## src/rtl/vga_timing_pkg.sv

```systemverilog
// Shared timing constants, derived-total helper and sequencer state type
// for the VGA raster timing controller.
package vga_timing_pkg;

  // 640x480 @ 60 Hz industry timing
  localparam int unsigned DEF_H_VISIBLE = 640;
  localparam int unsigned DEF_H_FRONT   = 16;
  localparam int unsigned DEF_H_SYNC    = 96;
  localparam int unsigned DEF_H_BACK    = 48;
  localparam int unsigned DEF_V_VISIBLE = 480;
  localparam int unsigned DEF_V_FRONT   = 10;
  localparam int unsigned DEF_V_SYNC    = 2;
  localparam int unsigned DEF_V_BACK    = 33;
  localparam int unsigned DEF_CNT_W     = 10;

  // Full period of one axis (line length or frame height)
  function automatic int unsigned axis_total(input int unsigned visible,
                                             input int unsigned front,
                                             input int unsigned sync,
                                             input int unsigned back);
    return visible + front + sync + back;
  endfunction

  localparam int unsigned DEF_H_TOTAL =
    axis_total(DEF_H_VISIBLE, DEF_H_FRONT, DEF_H_SYNC, DEF_H_BACK);
  localparam int unsigned DEF_V_TOTAL =
    axis_total(DEF_V_VISIBLE, DEF_V_FRONT, DEF_V_SYNC, DEF_V_BACK);

  // Video sequencer: video starts and stops only on frame boundaries
  typedef enum logic [1:0] {
    IDLE  = 2'd0,
    RUN   = 2'd1,
    DRAIN = 2'd2
  } vga_state_e;

endpackage

```

## src/rtl/vga_axis_counter.sv

```systemverilog
// One raster axis: wrapping position counter plus decode of the sync and
// visible windows for the value the counter is about to take, so the parent
// can register those flags on the same edge as the count.
module vga_axis_counter
  import vga_timing_pkg::*;
#(
  parameter int unsigned VISIBLE = DEF_H_VISIBLE,
  parameter int unsigned FRONT   = DEF_H_FRONT,
  parameter int unsigned SYNC    = DEF_H_SYNC,
  parameter int unsigned BACK    = DEF_H_BACK,
  parameter int unsigned CNT_W   = DEF_CNT_W
) (
  input  logic             clk,
  input  logic             rst_n,
  input  logic             advance,
  output logic [CNT_W-1:0] count,
  output logic [CNT_W-1:0] count_nxt_c,
  output logic             last_c,
  output logic             visible_nxt_c,
  output logic             sync_nxt_c
);

  localparam int unsigned TOTAL = axis_total(VISIBLE, FRONT, SYNC, BACK);
  localparam logic [CNT_W-1:0] LAST    = CNT_W'(TOTAL - 1);
  localparam logic [CNT_W-1:0] VIS_END = CNT_W'(VISIBLE);
  localparam logic [CNT_W-1:0] SYNC_LO = CNT_W'(VISIBLE + FRONT);
  localparam logic [CNT_W-1:0] SYNC_HI = CNT_W'(VISIBLE + FRONT + SYNC);

  assign last_c = (count == LAST);

  // Next position and window decode of that position
  always_comb begin
    count_nxt_c = count;
    if (advance) begin
      count_nxt_c = last_c ? '0 : count + CNT_W'(1);
    end
    visible_nxt_c = (count_nxt_c < VIS_END);
    sync_nxt_c    = (count_nxt_c >= SYNC_LO) && (count_nxt_c < SYNC_HI);
  end

  // Position register
  always_ff @(posedge clk or negedge rst_n) begin
    if (!rst_n) begin
      count <= '0;
    end else begin
      count <= count_nxt_c;
    end
  end

endmodule

```

## src/rtl/vga_timing_ctrl.sv

```systemverilog
// VGA raster timing controller: h/v counters, syncs, display enable and
// line/frame strobes, sequenced IDLE/RUN/DRAIN so video only starts and
// stops on frame boundaries.
// Optional build macro VGA_TIMING_LINE_IRQ_EN adds line_cmp/line_irq, a
// one-clock pulse when a new line equal to line_cmp begins.
module vga_timing_ctrl
  import vga_timing_pkg::*;
#(
  parameter int unsigned H_VISIBLE = DEF_H_VISIBLE,
  parameter int unsigned H_FRONT   = DEF_H_FRONT,
  parameter int unsigned H_SYNC    = DEF_H_SYNC,
  parameter int unsigned H_BACK    = DEF_H_BACK,
  parameter int unsigned V_VISIBLE = DEF_V_VISIBLE,
  parameter int unsigned V_FRONT   = DEF_V_FRONT,
  parameter int unsigned V_SYNC    = DEF_V_SYNC,
  parameter int unsigned V_BACK    = DEF_V_BACK,
  parameter bit          SYNC_POL  = 1'b0,
  parameter int unsigned CNT_W     = DEF_CNT_W
) (
  input  logic             clk,
  input  logic             rst_n,
  input  logic             pix_en,
  input  logic             run,
`ifdef VGA_TIMING_LINE_IRQ_EN
  input  logic [CNT_W-1:0] line_cmp,
`endif
  output logic             hsync,
  output logic             vsync,
  output logic             de,
  output logic [CNT_W-1:0] pix_x,
  output logic [CNT_W-1:0] pix_y,
  output logic             line_start,
  output logic             frame_start,
`ifdef VGA_TIMING_LINE_IRQ_EN
  output logic             line_irq,
`endif
  output logic             busy
);

  vga_state_e       state;
  logic             start_c;
  logic             counting_c;
  logic             h_adv_c;
  logic             v_adv_c;
  logic             drain_done_c;
  logic             active_nxt_c;
  logic [CNT_W-1:0] x_nxt_c;
  logic [CNT_W-1:0] y_nxt_c;
  logic             h_last_c;
  logic             v_last_c;
  logic             h_vis_nxt_c;
  logic             v_vis_nxt_c;
  logic             h_sync_nxt_c;
  logic             v_sync_nxt_c;

  // Horizontal axis advances on every enabled pixel while video is active
  vga_axis_counter #(
    .VISIBLE(H_VISIBLE), .FRONT(H_FRONT), .SYNC(H_SYNC), .BACK(H_BACK),
    .CNT_W(CNT_W)
  ) u_h_axis (
    .clk          (clk),
    .rst_n        (rst_n),
    .advance      (h_adv_c),
    .count        (pix_x),
    .count_nxt_c  (x_nxt_c),
    .last_c       (h_last_c),
    .visible_nxt_c(h_vis_nxt_c),
    .sync_nxt_c   (h_sync_nxt_c)
  );

  // Vertical axis advances only on the horizontal wrap
  vga_axis_counter #(
    .VISIBLE(V_VISIBLE), .FRONT(V_FRONT), .SYNC(V_SYNC), .BACK(V_BACK),
    .CNT_W(CNT_W)
  ) u_v_axis (
    .clk          (clk),
    .rst_n        (rst_n),
    .advance      (v_adv_c),
    .count        (pix_y),
    .count_nxt_c  (y_nxt_c),
    .last_c       (v_last_c),
    .visible_nxt_c(v_vis_nxt_c),
    .sync_nxt_c   (v_sync_nxt_c)
  );

  // Sequencer decode: counters sit at (0,0) in IDLE, so starting needs no load
  always_comb begin
    start_c      = (state == IDLE) && run && pix_en;
    counting_c   = (state != IDLE);
    h_adv_c      = counting_c && pix_en;
    v_adv_c      = h_adv_c && h_last_c;
    drain_done_c = (state == DRAIN) && !run && v_adv_c && v_last_c;
    active_nxt_c = start_c || (counting_c && !drain_done_c);
  end

  // Sequencer state and all registered outputs, aligned with the counters
  always_ff @(posedge clk or negedge rst_n) begin
    if (!rst_n) begin
      state       <= IDLE;
      hsync       <= ~SYNC_POL;
      vsync       <= ~SYNC_POL;
      de          <= 1'b0;
      line_start  <= 1'b0;
      frame_start <= 1'b0;
      busy        <= 1'b0;
`ifdef VGA_TIMING_LINE_IRQ_EN
      line_irq    <= 1'b0;
`endif
    end else begin
      case (state)
        IDLE:    if (start_c) state <= RUN;
        RUN:     if (!run) state <= DRAIN;
        DRAIN: begin
          if (run) begin
            state <= RUN;
          end else if (drain_done_c) begin
            state <= IDLE;
          end
        end
        default: state <= IDLE;
      endcase

      busy        <= active_nxt_c;
      de          <= active_nxt_c && h_vis_nxt_c && v_vis_nxt_c;
      hsync       <= (active_nxt_c && h_sync_nxt_c) ? SYNC_POL : ~SYNC_POL;
      vsync       <= (active_nxt_c && v_sync_nxt_c) ? SYNC_POL : ~SYNC_POL;
      line_start  <= active_nxt_c && pix_en && (x_nxt_c == '0);
      frame_start <= active_nxt_c && pix_en && (x_nxt_c == '0) && (y_nxt_c == '0);
`ifdef VGA_TIMING_LINE_IRQ_EN
      line_irq    <= active_nxt_c && v_adv_c && (y_nxt_c == line_cmp);
`endif
    end
  end

endmodule

```

## config.mk

```make
export PLATFORM = sky130hd
export DESIGN_NAME = vga_timing_ctrl
export DESIGN_NICKNAME = d
export VERILOG_FILES = /design/src/rtl/vga_timing_pkg.sv /design/src/rtl/vga_axis_counter.sv /design/src/rtl/vga_timing_ctrl.sv
export SDC_FILE = /design/constraint.sdc
export NUM_CORES = 1
export LEC_CHECK = 0
export ABC_CLOCK_PERIOD_IN_PS = 6500
export BUFFER_PORTS_ARGS = -buffer_cell sky130_fd_sc_hd__buf_2
export CELL_PAD_IN_SITES_DETAIL_PLACEMENT = 0
export CELL_PAD_IN_SITES_GLOBAL_PLACEMENT = 1
export CORE_UTILIZATION = 45
export CTS_CLUSTER_DIAMETER = 40
export DETAILED_ROUTE_END_ITERATION = 10
export PLACE_DENSITY_LB_ADDON = 0.1
export SLEW_MARGIN = 15
export SYNTH_ARGS = -nofsm -noshare
export SYNTH_HDL_FRONTEND = slang
export SYNTH_SLANG_ARGS = --single-unit
```

## constraint.sdc

```tcl
create_clock -name clk -period 6.5 [get_ports clk]
set_input_delay 1.3 -clock clk [delete_from_list [all_inputs] [get_ports clk]]
set_output_delay 1.3 -clock clk [all_outputs]
set_load 0.03 [all_outputs]
```

Word level (Yosys, flattened, before mapping)
Index checks and enable logic that the tools add are counted.

cells by class
  mux-type cells = 11
  reductions and logical operators = 25
  magnitude comparators = 6
  add/subtract/negate cells = 2
  equal/unequal tests = 7

operator list
  operator               number
  $mux 10                4
  $add 10x1->10 const B  2
  $eq 10x10->1 const B   2
  $logic_not 10->1       2
  $lt 10x10->1 const B   2
  $lt 10x9->1 const B    2
  $logic_and 1x1->1      17
  $ge 10x10->1 const B   1
  $ge 10x9->1 const B    1
  $mux 2                 4
  $pmux 2 s3             1
  $ne 2x2->1 const B     2
  $ne 3x3->1 const B     1
  $reduce_and 3->1       1
  $eq 2x1->1 const B     1
  $eq 2x2->1 const B     1
  $logic_not 1->1        2
  $logic_not 2->1        1
  $mux 1                 2
  $reduce_bool 2->1      1
  $logic_or 1x1->1       1

word-level totals
  logic and storage cells = 60
  register bits after elaboration = 28

Depth between registers and ports, before layout
  word-level depth = 11
  mapped depth = 10
  depth with buffers taken out = 8

Cells and area by module
Synthesis repeated with hierarchy kept, for this count alone.

unflattened totals
  cell total of the unflattened synthesis = 179
  area, all modules = 1731.7 µm²

by module, submodules not included
  module                       sequential area each (µm²)  cells an instance  area an instance (µm²)  instances
  vga_axis_counter (u_h_axis)  250.2                       82                 737.0                   1
  vga_axis_counter (u_v_axis)  250.2                       64                 648.1                   1
  vga_timing_ctrl              202.7                       33                 346.6                   1

Worst setup path before layout
No wires, ideal clock.

  path kind = input -> register
  from = in pix_en
  to = reg frame_start
  data arrival time = 2927 ps
  buffers on the path = 0
  stages = 6
  library setup time = 68 ps
  path slack = 3505 ps
  cell sequence = o21ai_2 > or4_1 > xnor2_1 > a2111o_1 > nor4b_2 > and4_1

on the way
  longest elaborated chain between the ends = 10
  elaborated cells on any way between the ends = 15
  those cells by class = mux: 2; reduce/logical: 13

ends and longest elaborated chain
  item                            RTL line                text
  from (decl)                     vga_timing_ctrl.sv:22   input logic pix_en,
  $logic_and 1x1->1               vga_timing_ctrl.sv:90   h_adv_c = counting_c && pix_en;
  $logic_and 1x1->1               vga_timing_ctrl.sv:91   v_adv_c = h_adv_c && h_last_c;
  $logic_and 1x1->1 (2 in a row)  vga_timing_ctrl.sv:92   drain_done_c = (state == DRAIN) && !run && v_adv_c && v_last_c;
  $logic_not 1->1                 vga_timing_ctrl.sv:93   active_nxt_c = start_c || (counting_c && !drain_done_c);
  $logic_and 1x1->1               vga_timing_ctrl.sv:93
  $logic_or 1x1->1                vga_timing_ctrl.sv:93
  $logic_and 1x1->1 (2 in a row)  vga_timing_ctrl.sv:128  frame_start <= active_nxt_c && pix_en && (x_nxt_c == '0) && (y_nxt_c == '0);
  $logic_and 1x1->1 (*)           vga_timing_ctrl.sv:128
  to (signal assigned)            vga_timing_ctrl.sv:128
  to (decl)                       vga_timing_ctrl.sv:33   output logic frame_start,

Mark *: on every way between the ends. The rest lies on a longest branch, timed or not.
A chain may end at the register's enable or synchronous reset.

Worst setup path after layout
Same ends and word-level chain as after synthesis.

==> impl_metrics.tcl <==
set metrics [dict create \
    status "finished clean" \
    detailed_place.area_sq_mm 0.00180 \
    clkLatencyLatePin_ns 0.33 \
    power_density_mw_per_mm2 265 \
    nets 212 \
    vias 1422 \
    cts.root.buffer_cell "clkbuf_4" \
    r2r-start "u_h_axis.count[0]" \
    seq_area_frac_synth_pct 42.5 \
    grt-ovfl-total 0 \
    cp_max_fo 12 \
    cp-startpoint "pix_en" \
    dp.cells 246 \
    area_delta_synth_final_pct 11.8 \
    clock_sinks 28 \
    rows 21 \
    ys_ff_latch 28 \
    port-buffer-count 29 \
    fmax_mhz 313 \
    setup_viol 0 \
    yosysTopAreaCell "dfrtp_1" \
    cts_tree "yes" \
    synth_nets 187 \
    finalClockSkew_ns 0.0132 \
    final_cells 250 \
    final_common_cell "buf_2" \
    ys_top_cells_by_area "dfrtp_1 (39%), xnor2_1 (3.7%), nand3_1 (3.6%), nand2_1 (3.6%), nand4_1 (3.4%)" \
    maxSlewHeadroom_pct 58.1 \
    fin_area_sq_mm 0.00185 \
    syn_inst 180 \
    hold_buffers 0 \
    hold_violations 0 \
    post_cts_buffers 0 \
    max_cap_violations 0 \
    ctsLongestPathBuffers 2 \
    synth_cell_types 52 \
    coreArea_sq_mm 0.00342 \
    grt_util_all_layers_pct 19.3 \
    power.leakage_uw 0.000846 \
    place_congestion 0.798 \
    slew_violations 0 \
    synth-main-ff-cell "dfrtp_1" \
    async_reset_ff_share_pct 100 \
    crit_type "in2reg" \
    clkTransAtPathRegs_ns 0.16 \
    min_period_ns 3.20 \
    crit_arrival_ns 3.43 \
    viasPerCell 5.69 \
    rsz0062_at_grt "false" \
    tightest_slew_ns 0.628 \
    end_kind "flop" \
    final_util_pct 54.1 \
    syn_area_per_cell_sq_um 9.18 \
    whs_ns 0.586 \
    first_global_vias 1239 \
    ant_nets 0 \
    ctsResizeCount 0 \
    drt_wl_total_um 3580 \
    wire_per_inst_um 14.3 \
    die_w_um 62.6 \
    dpl.hpwl_um 2710 \
    numCtsBuffers 3 \
    peakVddDrop_v 0.000147 \
    drc 0 \
    firstDrtPassIters 4 \
    synth-edff-count 0 \
    grt_max_degree 29 \
    grt_first_pass_wirelength_um 5930 \
    mostFrequentLayoutCells "buf_2 (29), dfrtp_1 (26), nand2_1 (16)" \
    finalCritPeriodShare_pct 49.2 \
    dieArea_sq_mm 0.00392 \
    drive_above_1_share_pct 21.6 \
    die_h_um 62.6 \
    setup_tns_ns 0 \
    synth_top_area_share_pct 39.4 \
    yosysWarnings 0 \
    ioPinCount 30 \
    hp-start "u_h_axis.count[7]" \
    cp.required_ns 6.73 \
    antenna_found_initial 0 \
    cts.htree.levels 1 \
    synth_area_sq_mm 0.00165 \
    start_util_pct 48.4 \
    drt_iter0_markers 44 \
    antenna_cells 0 \
    cp-start-kind "input pin" \
    hp-class "reg2reg" \
]
[routing by layer]
layer | vias up | track usage [%] | wire length, um
met1 | 679 | 30.7 | 1890
met2 | 39 | 27.0 | 1530
met3 | 2 | 2.55 | 144
li1 | 702 | - | -
met4 | 0 | 5.23 | 19
met5 | - | 0 | 0
[cell usage after synthesis, types with 2 or more instances]
library cell and n:
dfrtp_1 26, nand2_1 16, nor2_1 14, nand3_1 12
o21ai_0 11, inv_1 9, nand4_1 9, a21oi_1 8
xnor2_1 7, buf_4 4, nor3_1 4, or3_1 4
xor2_1 4, and2_1 3, and4_1 3, buf_2 3
ha_1 3, a2111o_1 2, dfstp_2 2, mux2i_1 2
o31ai_1 2, or2_2 2
[stage by stage]
| stage | setup WS, ns | power (uW) |
|---|---|---|
| after CTS | 3.33 | 495 |
| after global routing | 3.18 | 519 |
| after global placement | 3.09 | 379 |
| final | 3.30 | 490 |
| after detailed placement | 2.98 | 378 |
| after floorplan | 3.50 | 344 |
[final cells by class]
type | instances | area, sq um
clock inverter | 1 | 30.0
multi-input combinational | 133 | 852
sequential | 28 | 703
inverter | 10 | 37.5
clock buffer | 3 | 22.5
tap | 46 | 57.6
timing repair buffer | 29 | 145
fill | 321 | 1570
[power breakdown]
group	total (uW)	leakage, uW	switching (uW)	internal [uW]
Sequential	231	0.000346	37.4	193
Clock	115	0.0000279	52.8	62.3
Combinational	144	0.000473	92.9	51.5
[critical path, stage by stage]
cell and delay [ns]:
buf_2 0.13, o21a_1 0.31, nand4_1 0.43, or3_2 0.60
a21oi_1 0.36, nor4b_2 0.12, and4_1 0.19
[worst paths after layout]
| kind | to | slack, ns | depth (start not counted) |
|---|---|---|---|
| max in group asynchronous | state[1] | 5.13 | 1 |
| worst max register to register | frame_start | 3.76 | 7 |
| worst min-delay path | u_h_axis.count[7] | 0.59 | 1 |
| worst min register to register | u_h_axis.count[7] | 0.59 | 1 |
| worst max-delay path | frame_start | 3.30 | 7 |
| min in group asynchronous | u_h_axis.count[1] | 0.96 | 1 |
[registers in the layout, summed over array words and instances, names as in the netlist]
signal	count
u_h_axis.count	10
vsync	1
line_start	1
frame_start	1
u_v_axis.count	10
hsync	1
state	2
busy	1
de	1
[logic make-up (layout without fill, tap and decap cells)]
kind of cell               after synthesis  count (layout)  synth area share (%)
and+or+nand+nor                         82              82                  27.8
AOI/OAI and AO/OA                       35              35                  14.5
DFF                                     28              28                  42.5
buffers and inverters                   19              43                  5.90
xor gates and xnor gates                11              11                  5.83
adders and majority gates                3               3                  2.27
muxes                                    2               2                  1.21
(Power assumes the default switching activity.)
